==> src/rtl/traffic_pkg.sv <==
// rtl/traffic_pkg.sv - phase encoding and lamp patterns for the intersection controller
package traffic_pkg;

  // phase output carries the raw state value, so the order here is visible off-chip
  typedef enum logic [2:0] {
    NS_GREEN  = 3'd0,
    NS_YELLOW = 3'd1,
    ALLRED_NS = 3'd2,
    EW_GREEN  = 3'd3,
    EW_YELLOW = 3'd4,
    ALLRED_EW = 3'd5,
    WALK      = 3'd6
  } state_t;

  localparam logic [2:0] LIGHT_RED = 3'b100;
  localparam logic [2:0] LIGHT_YEL = 3'b010;
  localparam logic [2:0] LIGHT_GRN = 3'b001;

  function automatic int max2(input int a, input int b);
    return (a > b) ? a : b;
  endfunction

endpackage

==> src/rtl/sec_tick_detect.sv <==
// rtl/sec_tick_detect.sv - turns the 1 Hz level from the clock divider into one-cycle ticks
module sec_tick_detect (
  input  logic clock_in,
  input  logic rst_n,
  input  logic sec_level,
  output logic tick
);

  logic sec_q;

  always_ff @(posedge clock_in or negedge rst_n) begin
    if (!rst_n) sec_q <= 1'b0;
    else        sec_q <= sec_level;
  end

  // a level already high out of reset counts as an edge on the first cycle
  assign tick = sec_level & ~sec_q;

endmodule

==> src/rtl/traffic_light_fsm.sv <==
// rtl/traffic_light_fsm.sv - two-way intersection controller with a pedestrian walk phase
module traffic_light_fsm #(
  parameter int GREEN_SEC     = 20,
  parameter int MIN_GREEN_SEC = 5,
  parameter int YELLOW_SEC    = 3,
  parameter int ALLRED_SEC    = 1,
  parameter int WALK_SEC      = 8
) (
  input  logic       clock_in,
  input  logic       rst_n,
  input  logic       sec_level,
  input  logic       ped_req,
  output logic [2:0] ns_light,
  output logic [2:0] ew_light,
  output logic       walk,
  output logic [2:0] phase
);
  import traffic_pkg::*;

  localparam int MAX_DUR = max2(max2(max2(GREEN_SEC, MIN_GREEN_SEC), max2(YELLOW_SEC, ALLRED_SEC)), WALK_SEC);
  localparam int CNT_W   = $clog2(MAX_DUR + 1);

  localparam logic [CNT_W-1:0] GREEN_LAST  = CNT_W'(GREEN_SEC - 1);
  localparam logic [CNT_W-1:0] MIN_LAST    = CNT_W'(MIN_GREEN_SEC - 1);
  localparam logic [CNT_W-1:0] YELLOW_LAST = CNT_W'(YELLOW_SEC - 1);
  localparam logic [CNT_W-1:0] ALLRED_LAST = CNT_W'(ALLRED_SEC - 1);
  localparam logic [CNT_W-1:0] WALK_LAST   = CNT_W'(WALK_SEC - 1);

  if (GREEN_SEC < 1 || MIN_GREEN_SEC < 1 || YELLOW_SEC < 1 || ALLRED_SEC < 1 ||
      WALK_SEC < 1 || MIN_GREEN_SEC > GREEN_SEC) begin : g_param_check
    $fatal(1, "traffic_light_fsm: illegal phase duration parameters");
  end

  state_t           state, next_state;
  logic [CNT_W-1:0] sec_cnt;
  logic             ped_pend, ret_ns, next_ret_ns;
  logic             tick, exit_now, illegal, enter_walk;
  logic [2:0]       ns_nxt, ew_nxt;
  logic             walk_nxt;

  sec_tick_detect u_tick (
    .clock_in  (clock_in),
    .rst_n     (rst_n),
    .sec_level (sec_level),
    .tick      (tick)
  );

  always_comb begin
    exit_now    = 1'b0;
    illegal     = 1'b0;
    next_state  = state;
    next_ret_ns = ret_ns;

    case (state)
      NS_GREEN, EW_GREEN:   exit_now = (sec_cnt == GREEN_LAST) || (ped_pend && (sec_cnt >= MIN_LAST));
      NS_YELLOW, EW_YELLOW: exit_now = (sec_cnt == YELLOW_LAST);
      ALLRED_NS, ALLRED_EW: exit_now = (sec_cnt == ALLRED_LAST);
      WALK:                 exit_now = (sec_cnt == WALK_LAST);
      default:              illegal  = 1'b1;
    endcase

    // an unencoded state recovers at once rather than waiting for a tick
    if (illegal) begin
      next_state = ALLRED_EW;
    end else if (tick && exit_now) begin
      case (state)
        NS_GREEN:  next_state = NS_YELLOW;
        NS_YELLOW: next_state = ALLRED_NS;
        ALLRED_NS: begin
          next_state = ped_pend ? WALK : EW_GREEN;
          if (ped_pend) next_ret_ns = 1'b0;
        end
        EW_GREEN:  next_state = EW_YELLOW;
        EW_YELLOW: next_state = ALLRED_EW;
        ALLRED_EW: begin
          next_state = ped_pend ? WALK : NS_GREEN;
          if (ped_pend) next_ret_ns = 1'b1;
        end
        WALK:      next_state = ret_ns ? NS_GREEN : EW_GREEN;
        default:   next_state = ALLRED_EW;
      endcase
    end
  end

  assign enter_walk = (next_state == WALK) && (state != WALK);

  always_comb begin
    ns_nxt   = LIGHT_RED;
    ew_nxt   = LIGHT_RED;
    walk_nxt = 1'b0;
    case (next_state)
      NS_GREEN:  ns_nxt   = LIGHT_GRN;
      NS_YELLOW: ns_nxt   = LIGHT_YEL;
      EW_GREEN:  ew_nxt   = LIGHT_GRN;
      EW_YELLOW: ew_nxt   = LIGHT_YEL;
      WALK:      walk_nxt = 1'b1;
      default:   ;
    endcase
  end

  always_ff @(posedge clock_in or negedge rst_n) begin
    if (!rst_n) begin
      state    <= ALLRED_EW;
      sec_cnt  <= '0;
      ped_pend <= 1'b0;
      ret_ns   <= 1'b0;
      ns_light <= LIGHT_RED;
      ew_light <= LIGHT_RED;
      walk     <= 1'b0;
    end else begin
      state <= next_state;
      if (next_state != state) sec_cnt <= '0;
      else if (tick)           sec_cnt <= sec_cnt + 1'b1;
      // a request arriving with the walk entry is kept for the next round
      ped_pend <= ped_req | (ped_pend & ~enter_walk);
      ret_ns   <= next_ret_ns;
      ns_light <= ns_nxt;
      ew_light <= ew_nxt;
      walk     <= walk_nxt;
    end
  end

  assign phase = state;

endmodule
==> config.mk <==
export PLATFORM = sky130hd
export DESIGN_NAME = traffic_light_fsm
export DESIGN_NICKNAME = d
export VERILOG_FILES = /design/src/rtl/traffic_pkg.sv /design/src/rtl/sec_tick_detect.sv /design/src/rtl/traffic_light_fsm.sv
export SDC_FILE = /design/constraint.sdc
export NUM_CORES = 1
export LEC_CHECK = 0
export CORE_MARGIN = 4
export CORE_UTILIZATION = 53
export DETAILED_ROUTE_END_ITERATION = 8
export GPL_ROUTABILITY_DRIVEN = 0
export PLACE_DENSITY_LB_ADDON = 0.05
export SETUP_SLACK_MARGIN = 0.4
export SLEW_MARGIN = 20
export SYNTH_ARGS = -nofsm -noshare
export SYNTH_HDL_FRONTEND = slang
export SYNTH_HIERARCHICAL = 1
export SYNTH_SLANG_ARGS = --single-unit
==> constraint.sdc <==
create_clock -name clock_in -period 3 [get_ports clock_in]
set_clock_uncertainty 0.1 [all_clocks]
set_input_delay 0.6 -clock clock_in [delete_from_list [all_inputs] [get_ports clock_in]]
set_output_delay 0.6 -clock clock_in [all_outputs]
set_load 0.02 [all_outputs]
[Word-level counts from Yosys, hierarchy flattened]
Cells that the tools add are included.
Word-level totals
  input port bits: 4
  register bits after elaboration: 18
Operators by class
  equality and inequality tests: 17
  magnitude comparators: 1
  mux-type cells: 15
  bitwise gates (word level): 5
  add/subtract/negate cells: 1
  reduce and logical (&&, ||, !) cells: 14
Operator list (count)
  3-bit one-hot mux with 6 select lines: 1
  3-bit equality test (second input constant): 5
  3-bit 2-to-1 mux: 4
  3-bit one-hot mux with 2 select lines: 2
  5-bit 2-to-1 mux: 2
  3-bit by 2-bit equality test with 1-bit output (second input constant): 3
  7-bit OR reduction: 1
  3-bit by 1-bit equality test with 1-bit output (second input constant): 2
  3-bit logical NOT: 2
  2-bit OR reduction: 3
  5-bit by 1-bit adder with 5-bit output (second input constant): 1
  5-bit by 2-bit equality test with 1-bit output (second input constant): 1
  5-bit by 3-bit equality test with 1-bit output (second input constant): 1
  5-bit equality test (second input constant): 1
  5-bit by 3-bit >= comparator with 1-bit output (second input constant): 1
  5-bit logical NOT: 1
  5-bit AND reduction: 1
  2-bit inequality test (second input constant): 2
  1-bit one-hot mux with 4 select lines: 1
  2-bit nonzero test: 2
  1-bit logical AND: 3
  1-bit 2-to-1 mux: 3
  3-bit inequality test: 1
  3-bit inequality test (second input constant): 1
  6 further kinds: 8

[Logic depth before layout (Yosys ltp)]
Gate-level depths: netlist of run 1.
  word-level depth: 12
  depth in mapped cells: 8

[Modules after synthesis]
Netlist of run 1, hierarchy kept.
By module, submodules not included
  traffic_light_fsm: sequential area each 430.4 µm², cells each 96, times used 1, area an instance 991.0 µm²
  sec_tick_detect: sequential area each 25.0 µm², cells each 2, times used 1, area an instance 38.8 µm²

[Least setup slack after synthesis of run 1]
OpenSTA, ideal clock, no wires.
  path type: register to register
  start point: register state[0] (netlist: phase[0])
  end point: register walk
  data required time: 2.781 ns
  cell stages (with the launch flop): 8
  path slack: 0.679 ns
  library setup time: 0.119 ns
  buffers on the path: 0
  period minus slack after synthesis: 2.321 ns
  arrival time: 2.102 ns
  cell sequence: dfstp_2 > and3b_1 > a32oi_1 > nor4_4 > o31ai_4 > mux2_4 > and2_1 > and2_1
Between the ends
  word-level cells in the longest chain between the ends: 8
Ends and longest elaborated chain
  start: declaration: line traffic_light_fsm.sv:34  | state_t state, next_state;
  start signal: assignment: line traffic_light_fsm.sv:111  | state <= next_state;
  3-bit equality test (tied with other cells): line traffic_light_fsm.sv:54, traffic_light_fsm.sv:66
  2-bit OR reduction (on tied branches)
  1-bit one-hot mux with 4 select lines: line traffic_light_fsm.sv:54  | case (state)
  1-bit logical AND: line traffic_light_fsm.sv:65  | end else if (tick && exit_now) begin
  3-bit 2-to-1 mux: line traffic_light_fsm.sv:65
  3-bit 2-to-1 mux *: line traffic_light_fsm.sv:63  | if (illegal) begin
  net next_state[2]: line traffic_light_fsm.sv:34
  3-bit equality test *: line traffic_light_fsm.sv:91  | case (next_state)
  1-bit 2-to-1 mux *: line traffic_light_fsm.sv:91
  net walk_nxt: line traffic_light_fsm.sv:39  | logic walk_nxt;
  end signal: assignment: line traffic_light_fsm.sv:119  | walk <= walk_nxt;
  end: declaration: line traffic_light_fsm.sv:15  | output logic walk,
Mark *: on every way through the listed nets, which the timed path passes. The rest lies on a longest branch.
A chain may end at the register's enable or synchronous reset.

[Worst setup path in the final report of run 1]
  start point: register sec_cnt[0]
  end point: register walk
Between the ends
  word-level cells in the longest chain between the ends: 9
Ends and longest elaborated chain
  start: declaration: line traffic_light_fsm.sv:35  | logic [CNT_W-1:0] sec_cnt;
  start signal: assignment: line traffic_light_fsm.sv:113  | else if (tick) sec_cnt <= sec_cnt + 1'b1;
  5-bit by 3-bit >= comparator with 1-bit output: line traffic_light_fsm.sv:55  | NS_GREEN, EW_GREEN: exit_now = (sec_cnt == GREEN_LAST) || (ped_pend && (sec_cnt >= MIN_LAST));
  1-bit logical AND: line traffic_light_fsm.sv:55
  1-bit logical OR: line traffic_light_fsm.sv:55
  1-bit one-hot mux with 4 select lines *: line traffic_light_fsm.sv:54
  1-bit logical AND *: line traffic_light_fsm.sv:65
  3-bit 2-to-1 mux *: line traffic_light_fsm.sv:65
  3-bit 2-to-1 mux *: line traffic_light_fsm.sv:63
  net next_state[2]: line traffic_light_fsm.sv:34
  3-bit equality test *: line traffic_light_fsm.sv:91
  1-bit 2-to-1 mux *: line traffic_light_fsm.sv:91
  net walk_nxt: line traffic_light_fsm.sv:39
Marks and branches as above.

==> out/results.ini, run 1 <==
[run_status]
status=finished clean

[sta]
fmax_mhz=410
post-route-period-util=0.812
grt_setup_unrepaired=false
max-slew-margin-rel=0.492
setup_ws_ps=563
tns_ps=0
finalHoldViolations=0
hold_slack_ps=466
period_minus_slack_ps=2440
drv_slew=0
finalSetupViolations=0
tightest_slew_ps=759

[synth]
yosysWarnings=6
synthCells=98
synth_top_flop_cell=dfrtp_1
synth.net_count=104
synth-edff-count=0
synth.avg_cell_area_um2=10.5
ys_ff_latch=18
synth_area_um2=1030
synth-async-reset-ratio=1.00
seq_area_frac_synth=0.442
yosysUniqueCellTypes=42

[flow_run]
drv.max_cap_violation_count=0

[critical_path]
path_class=reg2reg
worstSetupEndpointType=register
critPathMaxFanout=6
worstPathArrival_ps=2530
crit_required_ps=3090
start_kind=register

[worst_hold_path]
min_path_type=reg2reg

[layout]
drive_above_1_share=0.211
fin_area_um2=1230
diodes=0
fin_nets=121
syn_to_final_growth_pct=19.6
fin_util=0.691

[die]
coreArea_um2=1780
die_x_um=52.1
start_util=0.578
die_h_um=52.1
die-area_um2=2710
io_pins=14
rows=15

[route]
ant_nets=0
drtIter0Drc=18
via_per_inst=5.50
post-route-drc-count=0
first_pass_iters=4
vias=764
detail_route.wl_per_cell_um=14.2
wl_um=1980

[global_routing]
grt_max_degree=19
grt.overflow.total=0
grt_pass1_vias=720
grt_pass1_wl_um=3440
track_usage=0.175
antenna_found_initial=0

[clock_network]
cts_tree=built
clk_root_buffer_cell=clkbuf_4
cts_inserted_buffers=3
clkSinkCount=18
clk_path_buf_depth=2
htreeDepth=1
clk_latency_ps=300
clk_pin_slew_ps=100

[power]
p_per_area_nw_per_um2=978
p_leak_nw=0.543
peakVddDrop_mv=0.555

[placement]
place_area_um2=1160
place_ws_ps=467
hpwlAfterDp_um=1460
io_buffers=13

[per-stage QoR]
stage / std cells / power, mW
floorplan: 98 / 0.864
global placement: 131 / 1.01
detailed placement: 131 / 1.03
CTS: 135 / 1.18
global route: 139 / 1.31
finish: 139 / 1.20
[per-layer routing]
layer  up-vias  GRT usage  routed length, um
li1        373          -                  -
met1       372      0.248                967
met2        17      0.264                898
met3         2     0.0287                 81
met4         0     0.0655                 32
met5         -          0                  0
[kinds of logic after synthesis]
| family | after synthesis | share of synthesized area |
|---|---|---|
| mux | 3 | 0.0352 |
| buf+inv | 12 | 0.0571 |
| simple gates | 39 | 0.228 |
| flops | 18 | 0.442 |
| fa+ha+maj | 2 | 0.0243 |
| xor+xnor | 5 | 0.0425 |
| compound gates | 19 | 0.170 |
[layout make-up]
type,count,area [um^2]
clock buffer,4,36.3
fill,136,552
inverter,7,26.3
multi-input combinational,68,522
sequential,18,455
tap,25,31.3
timing repair buffer,17,160
[state kept, by name (all words and copies together), names as in the netlist]
signal,flops
ped_pend,1
u_tick/sec_q,1
walk,1
ret_ns,1
phase,3
ns_light,3
ew_light,3
sec_cnt,5
[critical path, stage by stage (launching register included)]
cell	delay (ps)
dfrtp_1	470
ha_1	260
nor3b_2	180
o2111ai_2	240
a21boi_2	110
o31ai_4	290
mux2_4	350
and2_1	170
and2_1	150
[cell usage after synthesis, types with 2 or more instances]
| master | n | share of area |
|---|---|---|
| nand4_1 | 3 | 0.018 |
| nor2_1 | 11 | 0.040 |
| dfstp_2 | 4 | 0.10 |
| and2_1 | 2 | 0.012 |
| nand2_1 | 5 | 0.018 |
| nor3_1 | 4 | 0.019 |
| nand3_1 | 2 | 0.0097 |
| xor2_1 | 4 | 0.034 |
| inv_1 | 7 | 0.026 |
| dfrtp_1 | 14 | 0.34 |
| nor2b_1 | 2 | 0.012 |
| buf_2 | 2 | 0.0097 |
| o21ai_0 | 5 | 0.024 |
| ha_1 | 2 | 0.024 |
| nand2b_1 | 2 | 0.012 |
| o31ai_4 | 2 | 0.041 |
| a211oi_1 | 2 | 0.015 |
[final timing paths]
check / endpoint / slack [ps] / cells after the start / startpoint
min in group asynchronous: sec_cnt[3] / 640 / 1 / rst_n
setup reg to reg: walk / 560 / 8 / sec_cnt[0]
hold / removal: ret_ns / 470 / 2 / ret_ns
max in group asynchronous: u_tick/sec_q / 1680 / 1 / rst_n
hold reg to reg: ret_ns / 470 / 2 / ret_ns
setup / recovery: walk / 560 / 8 / sec_cnt[0]
[what timing repair did]
item / CTS / global route
resized for setup: 0 / 1
setup endpoints to repair: 0 / 6
buffers inserted: 0 / 4
hold buffers: 0 / 0
[report_power, final]
part,switching [mW],internal [mW]
Clock,0.0741,0.0740
Sequential,0.110,0.336
Combinational,0.326,0.284
Total,0.510,0.694
[placed cells by master, fill, tap and decap left out, types with 2 or more instances in the layout]
master	count
a211oi_1	2
and2_1	2
buf_4	4
clkbuf_4	3
clkdlybuf4s50_1	13
dfrtp_1	14
dfstp_2	4
ha_1	2
inv_1	7
nand2_1	5
nand2b_1	2
nand3_1	2
nand4_1	3
nor2_1	11
nor2b_1	2
nor3_1	4
o21ai_0	5
o31ai_4	2
xor2_1	4
Power figures use the tool's default switching activity.
==> inputs of run 2 (changes only) <==
- clock period: 3 -> 2.5 ns (I/O delays scaled with it)
==> out/results.ini, run 2 (same netlist as run 1, synthesis figures left out) <==
[run_status]
status=finished clean

[sta]
tns_ps=0  ; unchanged
finalSetupViolations=0  ; unchanged
max-slew-margin-rel=0.758  ; +0.266
finalHoldViolations=0  ; unchanged
post-route-period-util=0.916  ; +0.104
period_minus_slack_ps=2290  ; -147 ps
drv_slew=0  ; unchanged
fmax_mhz=437  ; +6.4%
tightest_slew_ps=360  ; -399 ps
grt_setup_unrepaired=true

[global_routing]
grt_pass1_wl_um=4550  ; +32%
grt.overflow.total=0  ; unchanged
track_usage=0.240  ; +0.0651
grt_max_degree=19  ; unchanged
antenna_found_initial=0  ; unchanged
grt_pass1_vias=922  ; +28%

[route]
post-route-drc-count=0  ; unchanged
ant_nets=0  ; unchanged
via_per_inst=5.89  ; +7.2%
wl_um=2950  ; +49%
detail_route.wl_per_cell_um=18.7  ; +31%
first_pass_iters=4  ; unchanged
vias=931  ; +22%
drtIter0Drc=25  ; +7

[worst_hold_path]
min_path_type=in2async

[die]
rows=15  ; unchanged
coreArea_um2=1780  ; unchanged
die-area_um2=2710  ; unchanged
start_util=0.578  ; unchanged
die_x_um=52.1  ; unchanged
die_h_um=52.1  ; unchanged
io_pins=14  ; unchanged

[critical_path]
path_class=reg2reg
critPathMaxFanout=4  ; -2
cp-startpoint=phase[0]
reg2reg_slack_ps=210  ; -350 ps
worstSetupEndpointType=register
worstReg2RegEnd=ped_pend
worstRegToRegCells=8  ; unchanged
crit_required_ps=2630  ; -460 ps
crit_end=ped_pend
worstPathCellList=and3b_2 > a32oi_2 > nor4_4 > buf_4 > o311a_4 > a31oi_4 > inv_2 > a31oi_1
critPathMaxStageDelay_ps=580  ; +110 ps
cp_slowest_cell=dfstp_2
start_kind=register
worstPathArrival_ps=2420  ; -110 ps
r2r-start=phase[0]

[flow_run]
drv.max_cap_violation_count=0  ; unchanged

[placement]
place_area_um2=1240  ; +7.1%
io_buffers=13  ; unchanged
hpwlAfterDp_um=1630  ; +12%

[layout]
final_cell_mix=buf_4, dfrtp_1, clkdlybuf4s50_1
nFillCells=92  ; -32%
diodes=0  ; unchanged
regMostFlops=sec_cnt
fin_area_um2=1520  ; +23%
fin_util=0.853  ; +0.162
layout_commonest_cell=buf_4
syn_to_final_growth_pct=47.6
fin_nets=141  ; +17%
largest_reg_flops=5  ; unchanged
drive_above_1_share=0.511  ; +0.301

[clock_network]
clk_root_buffer_cell=clkbuf_4
cts_tree=built
clk_latency_ps=300  ; about the same
htreeDepth=1  ; unchanged
clk_path_buf_depth=2  ; unchanged
clkSinkCount=18  ; unchanged
cts_inserted_buffers=3  ; unchanged
clk_pin_slew_ps=100  ; about the same
ctsHoldBuffers=0  ; unchanged

[power]
p_total_mw=1.86  ; +55%
p_leak_nw=0.648  ; +19%
p_per_area_nw_per_um2=1230  ; +25%
peakVddDrop_mv=0.925  ; +67%

-- run 2: timing repair --
item                       CTS  global route
pin swaps                   13            18
gates resized for setup     14            26
setup buffers               13             4
setup endpoints to repair   13            18
-- run 2: stage by stage --
step                hold slack (ps)  worst slack, ps  cells
finish                          418              210    158
floorplan                       104              233     98
CTS                             438              249    154
global route                    420            -3.45    158
global placement                427              156    138
detailed placement              450              141    138
-- run 2: cell type report --
cell class / instances / area, um^2 / area share
multi-input cells: 68 / 652 / 0.429
flip-flops and latches: 18 / 458 / 0.301
inverters: 7 / 26.3 / 0.0173
clock buffers: 3 / 22.5 / 0.0148
repair buffers: 37 / 330 / 0.217
well taps: 25 / 31.3 / 0.0206
-- run 2: report_power, final --
group,internal [mW],switching [mW]
Clock,0.0563,0.0909
Combinational,0.578,0.634
Sequential,0.405,0.100
-- run 2: critical path: cells and delay by family, from the launching register on --
family / cells / cell delay (ps)
AOI/OAI and AO/OA: 4 / 970
buffers and inverters: 2 / 240
DFF: 1 / 580
and+or+nand+nor: 2 / 310
-- run 2: worst min path at each step --
stage               depth (start not counted)      endpoint
global route                                2   ns_light[1]
floorplan                                   0   ew_light[0]
finish                                      2      ped_pend
CTS                                         2  u_tick/sec_q
global placement                            2        ret_ns
detailed placement                          2        ret_ns
-- run 2: metal layers --
layer	wire, um	GRT usage
met1	1260	0.300
met2	1350	0.368
met3	152	0.0487
met4	180	0.162
met5	0	0
